File: config.mk
export PLATFORM = sky130hd
export DESIGN_NAME = double_eq_arbiter
export DESIGN_NICKNAME = d
export VERILOG_FILES = /design/src/rtl/double_eq_arbiter.sv
export SDC_FILE = /design/constraint.sdc
export NUM_CORES = 1
export LEC_CHECK = 0
export BUFFER_PORTS_ARGS = -buffer_cell sky130_fd_sc_hd__buf_4
export CORE_AREA = 3 3 258 260
export DETAILED_ROUTE_END_ITERATION = 10
export DIE_AREA = 0 0 261 263
export SYNTH_ARGS = -nofsm -noshare
export SYNTH_HDL_FRONTEND = slang
export SYNTH_SLANG_ARGS = --single-unit
File: constraint.sdc
create_clock -name clk -period 6.3 [get_ports clk]
set_clock_uncertainty 0.1 [all_clocks]
set_input_delay 0.945 -clock clk [delete_from_list [all_inputs] [get_ports clk]]
set_output_delay 0.945 -clock clk [all_outputs]
set_load 0.02 [all_outputs]
File: src/rtl/double_eq_arbiter.sv
// Round-robin front end that shares one fixed-latency double_eq comparator among NUM_REQ requesters.
// Results are tagged with the owner's index and returned in grant order through a small response FIFO.
module double_eq_arbiter #(
   parameter int NUM_REQ     = 4,
   parameter int CMP_LATENCY = 1,
   parameter int RSP_DEPTH   = 4,
   localparam int ID_W       = (NUM_REQ > 1) ? $clog2(NUM_REQ) : 1
) (
   input  logic                  clk,
   input  logic                  rst_n,
   input  logic [NUM_REQ-1:0]    req_valid,
   output logic [NUM_REQ-1:0]    req_ready,
   input  logic [64*NUM_REQ-1:0] req_a,
   input  logic [64*NUM_REQ-1:0] req_b,
   output logic [63:0]           cmp_a,
   output logic [63:0]           cmp_b,
   input  logic                  cmp_z,
   output logic                  rsp_valid,
   input  logic                  rsp_ready,
   output logic [ID_W-1:0]       rsp_id,
   output logic                  rsp_z,
   output logic                  busy
);

   localparam int PTR_W = $clog2(RSP_DEPTH);
   localparam int CNT_W = $clog2(RSP_DEPTH + CMP_LATENCY + 1) + 1;

   logic [ID_W-1:0]        rr_ptr_reg;
   logic [NUM_REQ-1:0]     grant;
   logic [ID_W-1:0]        grant_id;
   logic                   grant_any;
   logic                   issue_ok;
   int                     cand;

   logic [CMP_LATENCY-1:0] pipe_valid_reg;
   logic [ID_W-1:0]        pipe_id_reg [CMP_LATENCY];
   logic [CNT_W-1:0]       inflight;

   logic [ID_W:0]          mem [RSP_DEPTH];
   logic [PTR_W-1:0]       wr_ptr_reg;
   logic [PTR_W-1:0]       rd_ptr_reg;
   logic [PTR_W:0]         count_reg;
   logic [ID_W:0]          head;
   logic                   push;
   logic                   pop;

   always_comb begin
      inflight = '0;
      for (int j = 0; j < CMP_LATENCY; j++) begin
         inflight = inflight + CNT_W'(pipe_valid_reg[j]);
      end
   end

   // Every issued compare owns a FIFO slot until popped, so the FIFO can never overflow.
   assign issue_ok = (inflight + CNT_W'(count_reg)) < CNT_W'(RSP_DEPTH);

   always_comb begin
      grant     = '0;
      grant_id  = '0;
      grant_any = 1'b0;
      cand      = 0;
      if (issue_ok) begin
         for (int i = 1; i <= NUM_REQ; i++) begin
            cand = (int'(rr_ptr_reg) + i) % NUM_REQ;
            for (int j = 0; j < NUM_REQ; j++) begin
               if (j == cand && !grant_any && req_valid[j]) begin
                  grant_any = 1'b1;
                  grant[j]  = 1'b1;
                  grant_id  = ID_W'(j);
               end
            end
         end
      end
   end

   assign req_ready = grant;

   always_comb begin
      cmp_a = '0;
      cmp_b = '0;
      for (int j = 0; j < NUM_REQ; j++) begin
         if (grant[j]) begin
            cmp_a = req_a[64*j +: 64];
            cmp_b = req_b[64*j +: 64];
         end
      end
   end

   assign push = pipe_valid_reg[CMP_LATENCY-1];
   assign pop  = rsp_valid && rsp_ready;

   always_ff @(posedge clk or negedge rst_n) begin
      if (!rst_n) begin
         rr_ptr_reg     <= ID_W'(NUM_REQ - 1);
         pipe_valid_reg <= '0;
         for (int i = 0; i < CMP_LATENCY; i++) begin
            pipe_id_reg[i] <= '0;
         end
         wr_ptr_reg     <= '0;
         rd_ptr_reg     <= '0;
         count_reg      <= '0;
      end else begin
         if (grant_any) begin
            rr_ptr_reg <= grant_id;
         end
         pipe_valid_reg[0] <= grant_any;
         pipe_id_reg[0]    <= grant_id;
         for (int i = 1; i < CMP_LATENCY; i++) begin
            pipe_valid_reg[i] <= pipe_valid_reg[i-1];
            pipe_id_reg[i]    <= pipe_id_reg[i-1];
         end
         if (push) begin
            wr_ptr_reg <= wr_ptr_reg + 1'b1;
         end
         if (pop) begin
            rd_ptr_reg <= rd_ptr_reg + 1'b1;
         end
         case ({push, pop})
            2'b10:   count_reg <= count_reg + 1'b1;
            2'b01:   count_reg <= count_reg - 1'b1;
            default: count_reg <= count_reg;
         endcase
      end
   end

   // Storage carries no reset; stale entries are masked by the count.
   always_ff @(posedge clk) begin
      if (push) begin
         mem[wr_ptr_reg] <= {pipe_id_reg[CMP_LATENCY-1], cmp_z};
      end
   end

   assign head      = mem[rd_ptr_reg];
   assign rsp_valid = (count_reg != '0);
   assign rsp_id    = rsp_valid ? head[ID_W:1] : '0;
   assign rsp_z     = rsp_valid & head[0];
   assign busy      = (inflight != '0) || (count_reg != '0);

endmodule

After elaboration in Yosys (flattened, before gate mapping)
Memory sizes are Yosys's and may differ from the RTL's.
Cells that the tools add are included.
- bits in writable memories: 12
- register bits after elaboration: 12
- latch bits: 0
- output and inout port bits: 137
- input port bits: 520
- word-level logic and storage cells: 170
- ROM bits: 0
- memories: 1
- div/mod/pow operators: 0
- reduce and logical (&&, ||, !) cells: 58
- multipliers: 0
- eq/ne operators: 14
- shift operators: 0
- $lt $le $gt $ge: 1
- mux-type cells: 76
- bitwise gates (word level): 5
- $add $sub $neg: 9
- memories (memory ; depth ; width ; read ports ; clocked after Yosys merged registers in ; wr ports ; line ; text):
    mem ; 4 ; 3 ; 1 ; 0 ; 1 ; 39 ; logic [ID_W:0] mem [RSP_DEPTH];
- operators by type and width (operator ; count):
    two-way mux 64 bit ; 8
    zero test 32 bit ; 4
    two-way mux 1 bit ; 50
    logical AND 1 bit ; 32
    two-way mux 2 bit ; 16
    == test 3 bit, first input constant ; 8
    zero test 1 bit ; 15
    == test 2 x 3 -> 1 bit, first input constant ; 4
    adder 2 x 1 -> 2 bit, second input constant ; 4
    OR reduction 2 bit ; 4
    case mux 3 bit (2 select lines) ; 1
    adder 1 x 3 -> 4 bit ; 1
    adder 2 bit, second input constant ; 2
    AND 1 bit, first input constant ; 4
    less-than comparator 4 x 3 -> 1 bit, second input constant ; 1
    two-way mux 4 bit ; 1
    adder 3 x 1 -> 3 bit, second input constant ; 1
    nonzero test 3 bit ; 1
    subtractor 3 x 1 -> 3 bit, second input constant ; 1
    == test 2 x 1 -> 1 bit, second input constant ; 1
    == test 2 bit, second input constant ; 1
    nonzero test 2 bit ; 1
    AND 1 bit ; 1
    logical OR 1 bit ; 1

Logic depth before layout (Yosys ltp)
Gate-level depths: netlist of run 1.
- depth after elaboration: 86
- depth in mapped cells: 8
- gate-level depth less buffers: 8

Worst setup path after synthesis of run 1
OpenSTA, ideal clock, no wires.
- path type: input port to output port
- from: input port req_valid[3]
- to: output port cmp_a[44]
- stages on the path: 7
- path buffers: 3
- path slack: 2924 ps
- required time: 5255 ps
- arrival: 2331 ps
- cells stage by stage: buf_2 -> a21oi_1 -> o211a_1 -> buf_2 -> clkbuf_1 -> a32oi_1 -> o221ai_1
- longest elaborated chain between the ends: 64
- elaborated cells between the ends (all ways): 79
- classes of those cells: mux: 42; reduce/logical: 37
- ends and longest elaborated chain (item ; line ; text):
    start: declaration ; 11 ; input logic [NUM_REQ-1:0] req_valid,
    logical AND 1 bit ; 66 ; if (j == cand && !grant_any && req_valid[j]) begin
    two-way mux 1 bit ; 66 ;
    two-way mux 1 bit ; 62 ; if (issue_ok) begin
    zero test 1 bit ; 66 ;
    logical AND 1 bit (2 in series) ; 66 ;
    two-way mux 1 bit ; 66 ;
    two-way mux 1 bit ; 62 ;
    zero test 1 bit ; 66 ;
    (+45 left out) ; -- ;
    logical AND 1 bit (2 in series) ; 66 ;
    two-way mux 1 bit ; 66 ;
    two-way mux 1 bit ; 62 ;
    zero test 1 bit ; 66 ;
    logical AND 1 bit (2 in series) ; 66 ;
    two-way mux 1 bit ; 66 ;
    two-way mux 4 bit (*) ; 62 ;
    two-way mux 64 bit (*) ; 82 ; if (grant[j]) begin
    end: declaration ; 15 ; output logic [63:0] cmp_a,
Every way passes the cells marked *; elsewhere a longest branch is shown, timed or not. The select of a mux whose other input is x is not followed.

Final worst setup path of run 1
- from: input port req_valid[0]
- to: output port cmp_a[15]
- longest elaborated chain between the ends: 79
- elaborated cells between the ends (all ways): 96
- classes of those cells: mux: 50; reduce/logical: 46
- ends and longest elaborated chain (item ; line):
    logical AND 1 bit ; 66
    two-way mux 1 bit ; 66
    two-way mux 1 bit ; 62
    zero test 1 bit ; 66
    logical AND 1 bit (2 in series) ; 66
    two-way mux 1 bit ; 66
    two-way mux 1 bit ; 62
    zero test 1 bit ; 66
    (+60 left out) ; --
    logical AND 1 bit (2 in series) ; 66
    two-way mux 1 bit ; 66
    two-way mux 1 bit ; 62
    zero test 1 bit ; 66
    logical AND 1 bit (2 in series) ; 66
    two-way mux 1 bit ; 66
    two-way mux 4 bit (*) ; 62
    two-way mux 64 bit (*) ; 82
Marks and branches as above.

==> run_results.csv, run 1 <==
group,metric,value,unit
outcome,status,"finished, final reports clean",
critical_path,start_kind,"input port",
synthesis,synth.net_count,1238,
critical_path,cp_max_fo,46,
cts,cts_buffers,3,
timing,worst_slew_pin_slew,0.952,ns
global_route,busiest_layer,"met2",
floorplanning,rows,93,
timing,setup_ws,2.04,ns
finish,nets,1815,
detailed_routing,dr_total_vias,8774,
finish,drive_above_1_share,62.8,%
global_route,first_global_vias,9049,
global_route,track_usage,10.6,%
placed_design,dpl.hpwl,32500,um
timing,max_freq,0.235,GHz
synthesis,synth-main-ff-cell,"edfxtp_1",
synthesis,ys_top_cells_by_area,"o221ai_2, a32oi_1, nand3_1",
detailed_routing,firstDrtPassIters,5,
synthesis,synth.top_cell.area_share,30.0,%
finish,nFillCells,7304,
cts,post_cts_buffers,0,
cts,cts-root-buf,"clkbuf_16",
floorplanning,start_util,9.16,%
finish,final_util,18.2,%
detailed_routing,routedWlPerCell,18.9,um
placed_design,io_buffers,656,
finish,areaGrowthSynthToFinish,98.8,%
cts,insertion_delay,0.25,ns
synthesis,synth-async-reset-ratio,50.0,%
pwr,p_total,3.97,mW
pwr,p_leak,5.19,nW
timing,fin_setup_tns,0,ns
global_route,grt_pass1_wl,56500,um
synthesis,synth_top_cell_by_area,"o221ai_2",
cts,clock-sinks,24,
floorplanning,fp.dieH,263,um
worst_hold_path,hp-class,"flop to flop",
synthesis,ys_top_cells_by_count,"inv_1, a32oi_1, nand3_1, o221ai_2, buf_2",
floorplanning,fp.dieW,261,um
global_route,grt_overflow_total,0,
cts,cts_tree,"built",
cts,clk_pin_slew,0.06,ns
detailed_routing,drc_errors,0,
synthesis,yosys_warnings,0,
timing,hold_viol,0,
timing,drv_slew,0,
finish,stdcell_area,11700,um^2
synthesis,synth_cells,712,
cts,clk_path_buf_depth,2,
critical_path,startpoint,"req_valid[0]",
critical_path,rr_startpoint,"count_reg[0]$_DFFE_PN0P_",
critical_path,setup.worst_path.end_class,"primary output",
synthesis,ys_ff_latch,24,
synthesis,synth_edf_count,12,
critical_path,path_class,"input port to primary output",
global_route,grt_use_met2,18.8,%
timing,rsz0062_at_grt,"false",
cts,cts_hold_buffers,0,
finish,largest_reg_flops,12,
detailed_routing,drt_first_iter_violations,533,
detailed_routing,routed_wl,40500,um
critical_path,timing.rr.end,"count_reg[2]$_DFFE_PN0P_",
worst_hold_path,worstHoldPathCells,0,
cts,htree_levels,1,
pwr,vdd.ir_drop.worst,280,uV
timing,fin_crit_sh,67.6,%
finish,multiInputGateArea,4210,um^2
synthesis,syn_area,5900,um^2
worst_hold_path,min_from,"pipe_id_reg[0]$_DFF_PN0_",
detailed_routing,ant_nets,0,
placed_design,place_area,11600,um^2
placed_design,place_congestion,0.899,
synthesis,synth.most_common_cell,"inv_1",
synthesis,synth.avg_cell_area,8.28,um^2
floorplanning,die_area,68600,um^2
timing,setup_viol,0,
timing,slew_headroom,36.5,%
critical_path,crit_arrival,3.21,ns
finish,register_area,663,um^2
global_route,met1_usage,12.7,%
pwr,power_density,339,nW/um^2
global_route,grt_max_degree,131,
floorplanning,coreArea,64300,um^2
synthesis,ys_types,41,
global_route,use_met3,2.15,%
timing,layout_min_cycle_time,4.26,ns
worst_hold_path,hold-path-endpoint,"mem[3][1]$_DFFE_PP_",
critical_path,r2r_setup_slack,4.16,ns
synthesis,ys_seq_area_share,11.2,%
floorplanning,io_pins,657,
critical_path,critPathRequiredTime,5.25,ns
detailed_routing,via_per_inst,4.09,
global_route,antenna_found_initial,5,
critical_path,reg2regPathDepth,8,
placed_design,place_ws,2.06,ns
cts,cts_resized,0,
job,cap_violations,0,
[metrics by stage]
stage	hold slack, ns	std cells
after global placement	0.391	2139
after detailed placement	0.407	2139
final	0.405	2145
after CTS	0.420	2143
after global routing	0.429	2145
after floorplan	0.355	712
[report_power, final]
group | total (mW) | internal, mW | leakage [nW] | switching (mW)
Combinational | 3.53 | 1.38 | 4.90 | 2.15
Clock | 0.135 | 0.0862 | 0.0382 | 0.0488
Sequential | 0.308 | 0.240 | 0.253 | 0.0681
[how the worst max path moves through the flow]
stage / to / slack (ns) / cells past startpoint
2_1_floorplan: cmp_a[44] / 2.92 / 7
3_3_place_gp: cmp_a[15] / 2.07 / 7
3_5_place_dp: cmp_a[15] / 2.06 / 7
4_1_cts: cmp_a[15] / 2.05 / 7
5_1_grt: cmp_a[15] / 1.96 / 7
6_report: cmp_a[15] / 2.04 / 7
[critical path, cell delays in order]
cell and delay, ns:
buf_4 0.14, or3_1 0.41, o311ai_4 0.12, a21o_4 0.78
buf_12 0.35, o221ai_2 0.17, buf_4 0.20
[area by class of cell]
type                       instances  share of cell area (%)
antenna                            2                  0.0427
clock buffer                       4                   0.672
inverter                         136                    4.35
multi-input combinational        450                    35.9
sequential                        24                    5.66
tap                              855                    9.12
timing repair buffer             674                    44.2
[cells in the final DEF, fill, tap and decap left out, types with 2 or more instances in the layout]
master / n
a31oi_1: 2
o221ai_2: 118
nand2b_1: 2
dfrtp_1: 10
xor2_1: 4
edfxtp_1: 12
nand2_1: 3
buf_4: 664
a21oi_1: 2
o311ai_4: 2
buf_12: 10
xnor2_1: 2
and2_1: 10
diode_2: 2
ha_1: 5
o21ai_0: 5
nor2_1: 5
nand3_1: 128
or3_1: 2
clkbuf_16: 3
mux4_2: 3
nor2b_1: 4
o221ai_1: 10
inv_1: 136
a32oi_1: 128
dfstp_2: 2
[per-layer routing]
metal,part of all wire (%),wire [um]
met4,3.0,1220
met1,39,15900
met5,0.072,29
met2,49,19800
met3,8.9,3610
[cells by family (layout without fill, tap and decap cells)]
group           Yosys count  in the layout  share of synthesized area (%)
xor+xnor                  6              6                          0.891
simple gates            159            159                           13.9
fa+ha+maj                 6              6                           1.40
compound gates          275            275                           53.1
flops                    24             24                           11.2
other cells               0              2                              0
buf+inv                 238            814                           18.2
mux                       4              4                           1.32
Power figures use the tool's default switching activity.
==> run 2, diff against run 1 <==
- CORE_AREA: 3 3 258 260 -> 3 3 257 259
- DIE_AREA: 0 0 261 263 -> 0 0 260 262
- clock period: 6.3 -> 4.4 ns (I/O delays scaled with it)
==> run_results.csv, run 2 (synthesis gave the netlist of run 1 again) <==
group,metric,value,unit
timing,layout_min_cycle_time,3.54,ns
pwr,p_total,5.91,mW
timing,worst_slew_pin_slew,0.715,ns
pwr,p_leak,5.28,nW
detailed_routing,routedWlPerCell,19.1,um
detailed_routing,drc_errors,0,
cts,cts_buffers,3,
floorplanning,fp.dieW,260,um
timing,hold_viol,0,
global_route,first_global_vias,8536,
placed_design,place_area,11800,um^2
placed_design,io_buffers,656,
detailed_routing,dr_total_vias,8887,
timing,max_freq,0.282,GHz
cts,htree_levels,1,
cts,clk_pin_slew,0.06,ns
cts,insertion_delay,0.25,ns
critical_path,cp_max_fo,48,
detailed_routing,routed_wl,41200,um
cts,cts_hold_buffers,0,
timing,drv_slew,0,
placed_design,dpl.hpwl,33300,um
critical_path,setup.worst_path.end_class,"primary output",
timing,setup_viol,0,
pwr,p_switching,3.32,mW
outcome,status,"finished, final reports clean",
critical_path,start_kind,"flop",
floorplanning,die_area,68100,um^2
finish,stdcell_area,11900,um^2
global_route,grt_overflow_total,0,
floorplanning,rows,93,
pwr,internal-power,2.58,mW
detailed_routing,drt_first_iter_violations,481,
global_route,grt_max_degree,131,
timing,fin_crit_sh,80.5,%
placed_design,place_congestion,0.824,
cts,cts_resized,0,
cts,post_cts_buffers,0,
pwr,p_clk_share,4.3,%
timing,slew_headroom,52.3,%
pwr,comb_power_share,88.2,%
finish,largest_reg_flops,12,
floorplanning,fp.dieH,262,um
timing,rsz0062_at_grt,"false",
timing,fin_setup_tns,0,ns
pwr,power_density,497,nW/um^2
detailed_routing,firstDrtPassIters,4,
floorplanning,io_pins,657,
cts,cts_tree,"built",
worst_hold_path,hp-class,"input port to async pin",
placed_design,dp.cells,2152,
finish,final_cell_mix,"buf_4, inv_1, a32oi_1, nand3_1, o221ai_2",
pwr,vdd.ir_drop.worst,367,uV
global_route,antenna_found_initial,5,
global_route,track_usage,10.5,%
floorplanning,start_util,9.20,%
floorplanning,coreArea,64100,um^2
cts,clock-sinks,24,
pwr,pwr-share-seq,7.5,%
finish,areaGrowthSynthToFinish,102,%
finish,nets,1828,
pwr,swShare,56.2,%
detailed_routing,ant_nets,0,
critical_path,path_class,"flop to primary output",
finish,layout_commonest_cell,"buf_4",
critical_path,crit_arrival,2.78,ns
detailed_routing,via_per_inst,4.12,
critical_path,critPathRequiredTime,3.64,ns
cts,clk_path_buf_depth,2,
global_route,grt_pass1_wl,54600,um
finish,finalNonFillerCells,2157,
finish,drive_above_1_share,63.3,%
job,cap_violations,0,
cts,cts-root-buf,"clkbuf_16",
-- run 2: cell types whose count changed in the layout (fill, tap and decap cells not counted) --
cell	delta
buf_4	+10
buf_12	+3
bufinv_16	+1
clkbuf_1	-1
diode_2	-1
-- run 2: final timing paths --
path                                           from  cells past startpoint                         to  slack, ns
setup reg to reg           count_reg[1]$_DFFE_PN0P_                      8   count_reg[2]$_DFFE_PN0P_       2.26
setup / recovery           pipe_valid_reg$_DFF_PN0_                      6                  cmp_b[32]       0.86
hold / removal                                rst_n                      1   count_reg[2]$_DFFE_PN0P_       0.14
hold reg to reg            pipe_id_reg[1]$_DFF_PN0_                      0        mem[3][2]$_DFFE_PP_       0.41
max in group asynchronous                     rst_n                      1  rr_ptr_reg[0]$_DFFE_PN1P_       3.82
min in group clk           pipe_id_reg[1]$_DFF_PN0_                      0        mem[3][2]$_DFFE_PP_       0.41
-- run 2: worst max-delay path, cell delays in order (launching register included) --
cell and delay, ns:
dfrtp_1 0.48, a31oi_1 0.59, and2_4 0.58, buf_12 0.30
nand3_1 0.20, o221ai_2 0.12, buf_4 0.17
-- run 2: power groups by stage --
stage | logic, mW | registers (mW) | clock network (mW)
finish | 5.21 | 0.442 | 0.254
floorplan | 3.19 | 0.389 | 0
detailed placement | 5.22 | 0.445 | 0
global route | 5.53 | 0.459 | 0.269
global placement | 5.22 | 0.444 | 0
CTS | 5.23 | 0.443 | 0.256
-- run 2: layout make-up --
| type | instances | area [um^2] |
|---|---|---|
| sequential | 24 | 663 |
| timing repair buffer | 687 | 5320 |
| fill | 7216 | 52200 |
| clock inverter | 1 | 30.0 |
| multi-input combinational | 450 | 4210 |
| clock buffer | 3 | 75.1 |
| tap | 855 | 1070 |
| antenna | 1 | 2.50 |
| inverter | 136 | 510 |
-- run 2: routing by layer --
metal | wire length (um) | track usage [%]
met1 | 15200 | 12.0
met2 | 20000 | 18.4
met3 | 4250 | 3.20
met4 | 1600 | 4.10
met5 | 132 | 0.997
-- run 2: metrics by stage --
| stage | hold WS, ns | utilization, % | setup WS (ns) |
|---|---|---|---|
| after global placement | 0.395 | 18.4 | 1.02 |
| after global routing | 0.150 | 18.5 | 0.705 |
| final | 0.144 | 18.5 | 0.858 |
| after CTS | 0.145 | 18.5 | 0.857 |
| after floorplan | 0.264 | - | 1.59 |
| after detailed placement | 0.402 | 18.4 | 0.992 |
==> run 3, diff against run 2 <==
- clock period: 4.4 -> 3.7 ns (I/O delays scaled with it)
==> run_results.csv, run 3 (synthesis gave the netlist of run 1 again) <==
group,metric,value,unit
critical_path,reg2regPathDepth,8,
global_route,grt_max_degree,74,
outcome,status,"finished, final reports clean",
critical_path,timing.rr.end,"count_reg[2]$_DFFE_PN0P_",
floorplanning,io_pins,657,
finish,largest_reg_flops,12,
critical_path,cp_max_fo,68,
cts,cts_buffers,3,
floorplanning,rows,93,
detailed_routing,via_per_inst,4.10,
finish,drive_above_1_share,63.8,%
timing,setup_viol,0,
detailed_routing,dr_total_vias,8925,
pwr,vdd.ir_drop.worst,512,uV
timing,hold_viol,0,
pwr,p_leak,5.39,nW
critical_path,rr_startpoint,"count_reg[1]$_DFFE_PN0P_",
detailed_routing,routed_wl,41700,um
cts,cts_resized,0,
critical_path,critPathBufInv,2,
critical_path,critPathTopFamily,"compound AO/OA/AOI/OAI gates",
detailed_routing,firstDrtPassIters,5,
global_route,antenna_found_initial,6,
placed_design,place_congestion,0.818,
cts,cts_hold_buffers,0,
cts,insertion_delay,0.25,ns
critical_path,setup.worst_path.end_class,"primary output",
placed_design,dpl.hpwl,34300,um
placed_design,io_buffers,656,
floorplanning,die_area,68100,um^2
floorplanning,start_util,9.20,%
finish,nets,1848,
critical_path,crit_arrival,2.57,ns
cts,clk_pin_slew,0.06,ns
critical_path,path_cells,"a21oi_1 > o211a_4 > buf_12 > a32oi_1 > o221ai_2 > buf_4",
worst_hold_path,hp-class,"input port to async pin",
global_route,track_usage,10.7,%
cts,clk_path_buf_depth,2,
timing,drv_slew,0,
cts,cts_tree,"built",
timing,fin_setup_tns,0,ns
timing,rsz0062_at_grt,"false",
cts,post_cts_buffers,0,
global_route,grt_pass1_wl,55500,um
finish,areaGrowthSynthToFinish,105,%
pwr,p_total,7.15,mW
timing,worst_slew_pin_slew,0.692,ns
critical_path,path_class,"flop to primary output",
floorplanning,coreArea,64100,um^2
timing,max_freq,0.310,GHz
global_route,grt_overflow_total,0,
critical_path,critPathRequiredTime,3.04,ns
finish,layout_commonest_cell,"buf_4",
cts,clock-sinks,24,
cts,htree_levels,1,
global_route,first_global_vias,8654,
detailed_routing,routedWlPerCell,19.1,um
cts,cts-root-buf,"clkbuf_16",
pwr,power_density,592,nW/um^2
critical_path,max_stage_delay,0.67,ns
floorplanning,fp.dieW,260,um
critical_path,r2r_setup_slack,1.58,ns
detailed_routing,drt_first_iter_violations,541,
timing,fin_crit_sh,87.2,%
timing,layout_min_cycle_time,3.23,ns
floorplanning,fp.dieH,262,um
job,cap_violations,0,
detailed_routing,ant_nets,0,
critical_path,start_kind,"flop",
timing,slew_headroom,53.9,%
critical_path,critPathSlowestCell,"dfstp_2",
finish,final_cell_mix,"buf_4, inv_1, a32oi_1, nand3_1, o221ai_2",
detailed_routing,drc_errors,0,
[run 3: worst max-delay path by stage]
stage | from | to | cells past startpoint
2_1_floorplan | req_valid[3] | cmp_a[44] | 7
3_3_place_gp | req_valid[0] | cmp_a[25] | 8
3_5_place_dp | req_valid[0] | cmp_a[15] | 8
4_1_cts | rr_ptr_reg[1]$_DFFE_PN1P_ | cmp_b[0] | 6
5_1_grt | pipe_valid_reg$_DFF_PN0_ | cmp_a[33] | 8
6_report | rr_ptr_reg[1]$_DFFE_PN1P_ | cmp_a[5] | 6
[run 3: power by group]
group	total, mW	switching (mW)	internal, mW
logic	6.32	3.74	2.58
registers	0.525	0.117	0.408
clock network	0.302	0.0871	0.215
[run 3: area by class of cell]
type | count | area, um^2
Sequential cell | 24 | 663
Fill cell | 7216 | 52000
Tap cell | 855 | 1070
Clock buffer | 3 | 75.1
Clock inverter | 1 | 30.0
Inverter | 136 | 510
Multi-Input combinational cell | 450 | 4210
Antenna cell | 1 | 2.50
Timing Repair Buffer | 707 | 5510
[run 3: per-stage QoR]
stage	worst slack (ns)	util, %	instance area, um^2	std cells	hold slack (ns)
finish	0.474	18.8	12100	2177	0.0297
global route	0.460	18.8	12100	2177	0.0359
CTS	0.578	18.8	12100	2176	0.0340
detailed placement	0.692	18.7	12000	2172	0.307
global placement	0.700	18.7	12000	2172	0.305
floorplan	1.10	-	5900	712	0.159
[run 3: layer usage]
metal	vias up	track usage, %	routed length, um
met5	-	0	9
met4	2	4.05	1550
met3	52	2.79	4040
met2	575	18.8	20300
met1	4198	12.5	15700
li1	4098	-	-
